<file path="src/rtl/cpu_pkg.sv">
// Shared CPU-side definitions: program-loader state encoding and default address width.
package cpu_pkg;

    localparam int ADDR_W_DEF = 14;

    typedef enum logic [2:0] {
        RUN    = 3'd0,
        LEN_LO = 3'd1,
        LEN_HI = 3'd2,
        DATA   = 3'd3,
        WRITE  = 3'd4,
        DONE   = 3'd5,
        ERR    = 3'd6
    } load_state_t;

endpackage

</file>
<file path="src/rtl/word_assembler.sv">
// Little-endian byte-to-word assembler: first byte received lands in bits 7:0.
module word_assembler (
    input  logic        clk,
    input  logic        reset,
    input  logic        clear,
    input  logic        byte_valid,
    input  logic [7:0]  byte_in,
    output logic [31:0] word_next,
    output logic        word_done
);

    logic [31:0] word_q;
    logic [1:0]  byte_cnt;

    // Shift right so that after four bytes the first one has reached the bottom lane.
    assign word_next = {byte_in, word_q[31:8]};
    assign word_done = byte_valid && (byte_cnt == 2'd3);

    always_ff @(posedge clk or negedge reset) begin
        if (!reset) begin
            byte_cnt <= 2'd0;
        end else if (clear) begin
            byte_cnt <= 2'd0;
        end else if (byte_valid) begin
            byte_cnt <= byte_cnt + 2'd1;
        end
    end

    always_ff @(posedge clk) begin
        if (byte_valid) begin
            word_q <= word_next;
        end
    end

endmodule

</file>
<file path="src/rtl/imem_load_ctrl.sv">
// UART program loader: receives a 16-bit word count then little-endian words,
// writes them into instruction memory and holds the CPU in reset meanwhile.
module imem_load_ctrl
    import cpu_pkg::*;
#(
    parameter int ADDR_W      = ADDR_W_DEF,
    parameter int TIMEOUT_CYC = 2000000
) (
    input  logic              clk,
    input  logic              reset,
    input  logic              load_mode,
    input  logic              rx_valid,
    input  logic [7:0]        rx_byte,
    input  logic [ADDR_W-1:0] cpu_addr,
    output logic [ADDR_W-1:0] imem_addr,
    output logic              imem_we,
    output logic [31:0]       imem_wdata,
    output logic              cpu_rst_n,
    output logic              busy,
    output logic              load_done,
    output logic              load_err
);

    localparam int          TMO_W     = $clog2(TIMEOUT_CYC + 1);
    localparam logic [31:0] MAX_WORDS = 32'd1 << ADDR_W;

    load_state_t       state, state_nxt;
    logic [15:0]       len_n;
    logic [15:0]       len_full;
    logic [ADDR_W:0]   word_cnt;
    logic [ADDR_W-1:0] wr_addr;
    logic [TMO_W-1:0]  tmo_cnt;
    logic              counting, tmo_hit, last_word;
    logic              asm_clear, asm_valid, asm_done;
    logic [31:0]       asm_word_next;

    assign len_full  = {rx_byte, len_n[7:0]};
    assign counting  = state inside {LEN_LO, LEN_HI, DATA};
    assign tmo_hit   = counting && !rx_valid && (tmo_cnt == TMO_W'(TIMEOUT_CYC - 1));
    assign last_word = (32'(word_cnt) + 32'd1) == {16'd0, len_n};
    assign asm_clear = (state == RUN);
    assign asm_valid = (state == DATA) && rx_valid && load_mode;

    // CPU owns the memory port while running; the loader owns it otherwise.
    assign imem_addr = (state == RUN) ? cpu_addr : wr_addr;

    word_assembler u_word_assembler (
        .clk        (clk),
        .reset      (reset),
        .clear      (asm_clear),
        .byte_valid (asm_valid),
        .byte_in    (rx_byte),
        .word_next  (asm_word_next),
        .word_done  (asm_done)
    );

    always_comb begin
        state_nxt = state;
        case (state)
            RUN:    if (load_mode) state_nxt = LEN_LO;
            LEN_LO: begin
                if (!load_mode || tmo_hit) state_nxt = ERR;
                else if (rx_valid)         state_nxt = LEN_HI;
            end
            LEN_HI: begin
                if (!load_mode || tmo_hit) state_nxt = ERR;
                else if (rx_valid) begin
                    if (len_full == 16'd0)                   state_nxt = DONE;
                    else if ({16'd0, len_full} > MAX_WORDS) state_nxt = ERR;
                    else                                     state_nxt = DATA;
                end
            end
            DATA: begin
                if (!load_mode || tmo_hit) state_nxt = ERR;
                else if (asm_done)         state_nxt = WRITE;
            end
            // A byte arriving while the word is being written cannot be buffered.
            WRITE: begin
                if (!load_mode || rx_valid) state_nxt = ERR;
                else if (last_word)         state_nxt = DONE;
                else                        state_nxt = DATA;
            end
            DONE, ERR: if (!load_mode) state_nxt = RUN;
            default:   state_nxt = RUN;
        endcase
    end

    always_ff @(posedge clk or negedge reset) begin
        if (!reset) begin
            state      <= RUN;
            cpu_rst_n  <= 1'b0;
            busy       <= 1'b0;
            load_done  <= 1'b0;
            load_err   <= 1'b0;
            imem_we    <= 1'b0;
            imem_wdata <= 32'd0;
            len_n      <= 16'd0;
            word_cnt   <= '0;
            wr_addr    <= '0;
            tmo_cnt    <= '0;
        end else begin
            state     <= state_nxt;
            cpu_rst_n <= (state == RUN);
            busy      <= (state_nxt != RUN);
            load_done <= (state_nxt == DONE);
            load_err  <= (state_nxt == ERR);
            imem_we   <= (state_nxt == WRITE);

            if (state == DATA && state_nxt == WRITE) imem_wdata <= asm_word_next;
            if (state == LEN_LO && state_nxt == LEN_HI) len_n[7:0] <= rx_byte;
            if (state == LEN_HI && rx_valid) len_n[15:8] <= rx_byte;

            // Address stops on the last word so a full-size image never wraps it.
            if (state == RUN) begin
                word_cnt <= '0;
                wr_addr  <= '0;
            end else if (state == WRITE) begin
                word_cnt <= word_cnt + (ADDR_W + 1)'(1);
                if (!last_word) wr_addr <= wr_addr + ADDR_W'(1);
            end

            if (state_nxt != state || rx_valid || !counting) tmo_cnt <= '0;
            else                                             tmo_cnt <= tmo_cnt + TMO_W'(1);
        end
    end

endmodule
</file>
<file path="config.mk">
export PLATFORM = sky130hd
export DESIGN_NAME = imem_load_ctrl
export DESIGN_NICKNAME = d
export VERILOG_FILES = /design/src/rtl/cpu_pkg.sv /design/src/rtl/word_assembler.sv /design/src/rtl/imem_load_ctrl.sv
export SDC_FILE = /design/constraint.sdc
export NUM_CORES = 1
export LEC_CHECK = 0
export ABC_AREA = 1
export CAP_MARGIN = 20
export CORE_UTILIZATION = 47
export CTS_CLUSTER_SIZE = 30
export DETAILED_ROUTE_END_ITERATION = 7
export GPL_TIMING_DRIVEN = 0
export PLACE_DENSITY = 0.72
export SLEW_MARGIN = 20
export SYNTH_ARGS = -nofsm -noshare
export SYNTH_HDL_FRONTEND = slang
export SYNTH_SLANG_ARGS = --single-unit
</file>
<file path="constraint.sdc">
create_clock -name clk -period 1.8 [get_ports clk]
set_input_delay 0.18 -clock clk [delete_from_list [all_inputs] [get_ports clk]]
set_output_delay 0.18 -clock clk [all_outputs]
set_load 0.005 [all_outputs]
</file>
Yosys cells after proc, flatten, opt, wreduce, memory -nomap -nowiden
Cells that the tools add are included.

storage, ports and cells
  output and inout port bits = 51
  register bits after elaboration = 140
  bits of input ports = 26
  word-level logic and storage cells = 80

cells by class
  $add $sub $neg = 5
  magnitude comparators = 1
  mux-type cells = 22
  reduce and logical (&&, ||, !) cells = 23
  eq/ne operators = 15

operator list
  operator                                                                            count
  14-bit two-way mux                                                                  4
  3-bit two-way mux                                                                   12
  15-bit two-way mux                                                                  2
  21-bit by 1-bit adder with 21-bit output (second input constant)                    1
  21-bit == test (second input constant)                                              1
  21-bit two-way mux                                                                  1
  3-bit == test (second input constant)                                               6
  3-bit case mux with 6 select lines                                                  1
  15-bit by 1-bit adder with 16-bit output (second input constant)                    1
  16-bit == test                                                                      1
  16-bit by 15-bit greater-than comparator with 1-bit output (second input constant)  1
  16-bit logical NOT                                                                  1
  15-bit by 1-bit adder with 15-bit output (second input constant)                    1
  14-bit by 1-bit adder with 14-bit output (second input constant)                    1
  3-bit by 2-bit == test with 1-bit output (second input constant)                    3
  1-bit logical AND                                                                   8
  3-bit nonzero test                                                                  2
  1-bit logical OR                                                                    4
  2-bit two-way mux                                                                   2
  2-bit nonzero test                                                                  2
  3-bit by 1-bit == test with 1-bit output (second input constant)                    1
  1-bit logical NOT                                                                   3
  3-bit logical NOT                                                                   1
  3-bit != test                                                                       1
  5 further kinds                                                                     5

Longest topological paths before layout
  depth in word-level cells = 11
  depth in mapped cells = 17
  mapped depth without buffers = 16

By module
From an unflattened synthesis, not the netlist that was laid out.

second synthesis, totals
  cell total of the unflattened synthesis = 842
  area, all modules = 6829.0 um^2

by module, submodules not included
  module          sequential area each (um^2)  area an instance (um^2)  cells each  instances
  imem_load_ctrl  2652.5                       5943.2                   796         1
  word_assembler  770.7                        885.8                    46          1

Worst setup path after synthesis
OpenSTA, ideal clock, no wires.

  path kind = reg-to-reg
  start = reg word_cnt[0]
  end = reg wr_addr[0]
  stages on the path, launching flop included = 17
  data required time = 1.683 ns
  data arrival time = 1.852 ns
  slack = -0.168 ns
  path buffers = 1
  path through = dfrtp_1 -> ha_1 -> nand2_2 -> nand2_1 -> nand2_1 -> nand2_1 -> nor2_1 -> nand3_1 -> nor2_2 -> nand2_2 -> nor2_4 -> nand3_2 -> nand2_4 -> nand2_2 -> buf_6 -> nand2_1 -> nand2_1

on the way
  cells in the longest elaborated chain, start to end = 4

RTL lines
  what                                                line                   RTL
  start: declaration                                  imem_load_ctrl.sv:30   logic [ADDR_W:0] word_cnt;
  start signal: assignment                            imem_load_ctrl.sv:118  word_cnt <= word_cnt + (ADDR_W + 1)'(1);
  15-bit by 1-bit adder with 16-bit output            imem_load_ctrl.sv:40   assign last_word = (32'(word_cnt) + 32'd1) == {16'd0, len_n};
  16-bit == test                                      imem_load_ctrl.sv:40
  2-bit by 1-bit != test with 1-bit output (no line)  --
  2-bit AND reduction (no line)                       --
  end signal: assignment                              imem_load_ctrl.sv:119  if (!last_word) wr_addr <= wr_addr + ADDR_W'(1);
  end: declaration                                    imem_load_ctrl.sv:31   logic [ADDR_W-1:0] wr_addr;

No other way between the ends.
A chain may end at the register's enable or synchronous reset.

Worst setup path in the final report
  start = reg word_cnt[8]
  end = reg load_done

on the way
  cells in the longest elaborated chain, start to end = 6

RTL lines
  what                                      line                   RTL
  15-bit by 1-bit adder with 16-bit output  imem_load_ctrl.sv:40
  16-bit == test                            imem_load_ctrl.sv:40
  3-bit two-way mux                         imem_load_ctrl.sv:80   else if (last_word) state_nxt = DONE;
  3-bit two-way mux                         imem_load_ctrl.sv:79   if (!load_mode || rx_valid) state_nxt = ERR;
  3-bit case mux with 6 select lines        imem_load_ctrl.sv:59   case (state)
  net state_nxt[2]                          imem_load_ctrl.sv:27   load_state_t state, state_nxt;
  3-bit == test                             imem_load_ctrl.sv:105  load_done <= (state_nxt == DONE);
  end signal: assignment                    imem_load_ctrl.sv:105
  end: declaration                          imem_load_ctrl.sv:20   output logic load_done,

The timed path passes the listed nets, and every way through them passes these cells.

==> results.md <==
* Num CTS Buffers at 17
* IO Count at 77
* Failing checks: setup timing
* Crit path launch: word_cnt[8]$_DFFE_PN0P_
* Period Utilization, post-route at 125%
* DR vias at 6523
* Longest Clk Path Bufs at 2
* # DRC at 0
* FFs w/ async S/R, synth at 81.8%
* Worst slew pin tran at 0.626 ns
* RSZ-0062 raised after global routing: yes
* Synthesized flop and latch total at 132
* Compound-Gate Fraction of Synth Area at 4.41%
* Die height at 121 microns
* CP peak stage delay at 0.44 ns
* Initial Utilization at 48.0%
* Antenna diodes at 0
* Synth Area in Adders at 0.754%
* First-pass GRT wire length at 30900 microns
* Largest cells by area after synthesis: dfrtp_1, nand2_1, edfxtp_1, nand3_1, nor2_1
* Syn. warnings at 0
* GPL Wtd Cong at 0.881
* Post-Syn Area at 0.00664 sq mm
* Max Clk Rate at 444 MHz
* Hpwl dp at 11300 microns
* Total power at 12.5 mW
* Max_slew headroom at 58.2%
* Die Wd at 121 microns
* Xor/xnor share of the synthesized area at 2.64%
* # rows at 43
* Post-synthesis mux area share at 0%
* CP Buf/Inv Count at 2
* Final Max Slew Viols at 0
* Post-Route WL at 19900 microns
* Setup_tns at -19.75 ns
* DP Cell Count at 1082
* Vias in the first global route at 6262
* Pwr Density at 1290 mW/mm^2
* Worst vdd ir at 768 uV
* Status: finished, violations left
* Worst-path cell chain: nand2_1 > nor2_1 > nand2_1 > o21ai_2 > nand2_1 > nor3_4 > buf_6 > nand4_4 > nand2_2 > inv_2 > nor2_1
* Period minus WS final at 2.25 ns
* Most common library cells after synthesis: nand2_1, dfrtp_1, nor2_1, inv_1, nand3_1
* Setup CP Type: reg2reg
* Largest family of logic cells by synthesized area: simple AND/OR/NAND/NOR gates
* Cells after Synth at 825
* Critical path launch point type: register
* Top_reg_cell synth: dfrtp_1
* Leak at 4.43 nW
* Final Hold Vio Count at 0
* Grt total ovfl at 0
* Clock sink total at 132
* DRT Pass-1 Iters at 5
* Final setup viols at 63
* Non-Filler Instances at 1200
* Detailed-route vias per instance at 5.44
* PnR worst setup slack at -0.451 ns
* Die area at 0.0146 sq mm
* Antenna violations before repair at 0
* Peak fanout along the critical path at 5
* CTS tree: built
* Layout area overhead at 45.2%
* Max cap viols at 0
* H-tree levels at 4
* Number of synthesized flops with an enable pin at 24
* Most frequent CP cell: nand2_1
* Synth Area in Simple Gates at 34.7%
* Cell accounting for the most synthesized area: dfrtp_1
* Hold Path Class: in2async
* Critical Path Slowest Stage Cell: dfrtp_1
* Syn nets at 855
* Sequential element share of the synthesized area at 51.6%
* DR iter-0 viols at 637
* Final hold slack at 0.248 ns
* Cell variety after synth at 37
* CP endpoint kind: register
* Core area at 0.0138 sq mm
* Root Driver: clkbuf_16
* Largest net degree at the start of global routing at 64
* Cell family with most CP delay: simple AND/OR/NAND/NOR gates
* Reg clk slew, reported paths at 0.06 ns
* CP Data Required Time at 2.15 ns
* Critical Path AT at 2.60 ns
* Post-synth top area share at 40.7%
* Most frequent cell after synthesis: nand2_1
* Routed Antenna Nets at 0
* I/O Buffers at 76
* Share of post-route cells with drive strength above 1 at 30.4%
* Global Route Usage Sum at 27.6%
* Reg2reg start: word_cnt[8]$_DFFE_PN0P_
* Dpl ws at -0.706 ns
* Avg Cell Area, Syn at 8.05 sq um
* Clk_lat worst skew at 0.43 ns
* Fin nets at 1037
* Worst Clk Skew at 0.0119 ns
* WL/cell at 16.6 microns
==> stage by stage <==
| step | util, % | instance area (sq um) |
|---|---|---|
| floorplan | - | 6690 |
| global placement | 55.5 | 7670 |
| detailed placement | 55.7 | 7700 |
| CTS | 66.5 | 9200 |
| global route | 69.7 | 9640 |
| finish | 69.7 | 9640 |
==> cell type report <==
type | count | area (sq um)
flip-flops and latches | 132 | 3430
fillers | 962 | 4190
clock buffers | 18 | 439
repair buffers | 162 | 1510
multi-input cells | 594 | 3380
plain buffers | 16 | 130
clock inverters | 14 | 190
well taps | 180 | 225
repair inverters | 1 | 7.51
inverters | 83 | 324
==> flip-flops by register name, summed over array words and instances, names as in the netlist <==
signal,cells
busy,1
cpu_rst_n,1
imem_wdata,32
imem_we,1
len_n,16
load_done,1
load_err,1
state,3
tmo_cnt,21
u_word_assembler.byte_cnt,2
u_word_assembler.word_q,24
word_cnt,15
wr_addr,14
==> metal layers <==
| layer | GRT usage [%] | vias to the layer above | part of all wire [%] |
|---|---|---|---|
| met3 | 6.11 | 81 | 5.7 |
| met2 | 46.0 | 278 | 50 |
| met4 | 13.0 | 0 | 3.5 |
| li1 | - | 3052 | - |
| met1 | 33.9 | 3112 | 41 |
| met5 | 0 | - | 0 |
==> cells in the final DEF (no fill, tap or decap), types with 16 or more instances in the layout <==
cell,n
nor2_1,53
nand2_2,52
inv_1,68
nor2_2,21
nand2_1,231
edfxtp_1,24
clkdlybuf4s50_1,61
dfrtp_1,103
nand4_1,22
clkbuf_16,18
buf_6,28
xor2_1,16
nand3_1,59
o21ai_0,20
buf_4,54
nor2_4,17
==> final timing paths <==
path	endpoint	slack, ns	cells past startpoint
worst max-delay path	load_done$_DFF_PN0_	-0.45	11
worst min-delay path	tmo_cnt[14]$_DFF_PN0_	0.25	2
worst max register to register	load_done$_DFF_PN0_	-0.45	11
worst min register to register	u_word_assembler.word_q[8]$_DFFE_PP_	0.45	0
max in group asynchronous	word_cnt[7]$_DFFE_PN0P_	0.89	3
min in group clk	imem_wdata[28]$_DFFE_PN0P_	0.43	3
==> where the power goes <==
part	switching [mW]	total, mW	internal (mW)	leakage, nW
clock	1.46	3.73	2.27	0.312
combinational	2.75	5.01	2.26	2.44
sequential	0.338	3.72	3.38	1.68
==> cells by family (layout without fill, tap and decap cells) <==
| group | count (synthesis) | count (layout) |
|---|---|---|
| buffers and inverters | 101 | 294 |
| AO/OA/AOI/OAI | 53 | 53 |
| flip-flops | 132 | 132 |
| XOR/XNOR | 20 | 20 |
| AND/OR/NAND/NOR | 515 | 517 |
| adder cells (fa/ha/maj) | 4 | 4 |
==> repair_timing <==
item / 4_1_cts / 5_1_grt
buffers inserted: 54 / 27
hold buffers: 1 / 0
gates resized for setup: 190 / 89
pin swaps: 25 / 30
setup endpoints to repair: 121 / 94
hold endpoints to repair: 45 / 0
gates cloned: 8 / 1
Power figures use the tool's default switching activity.
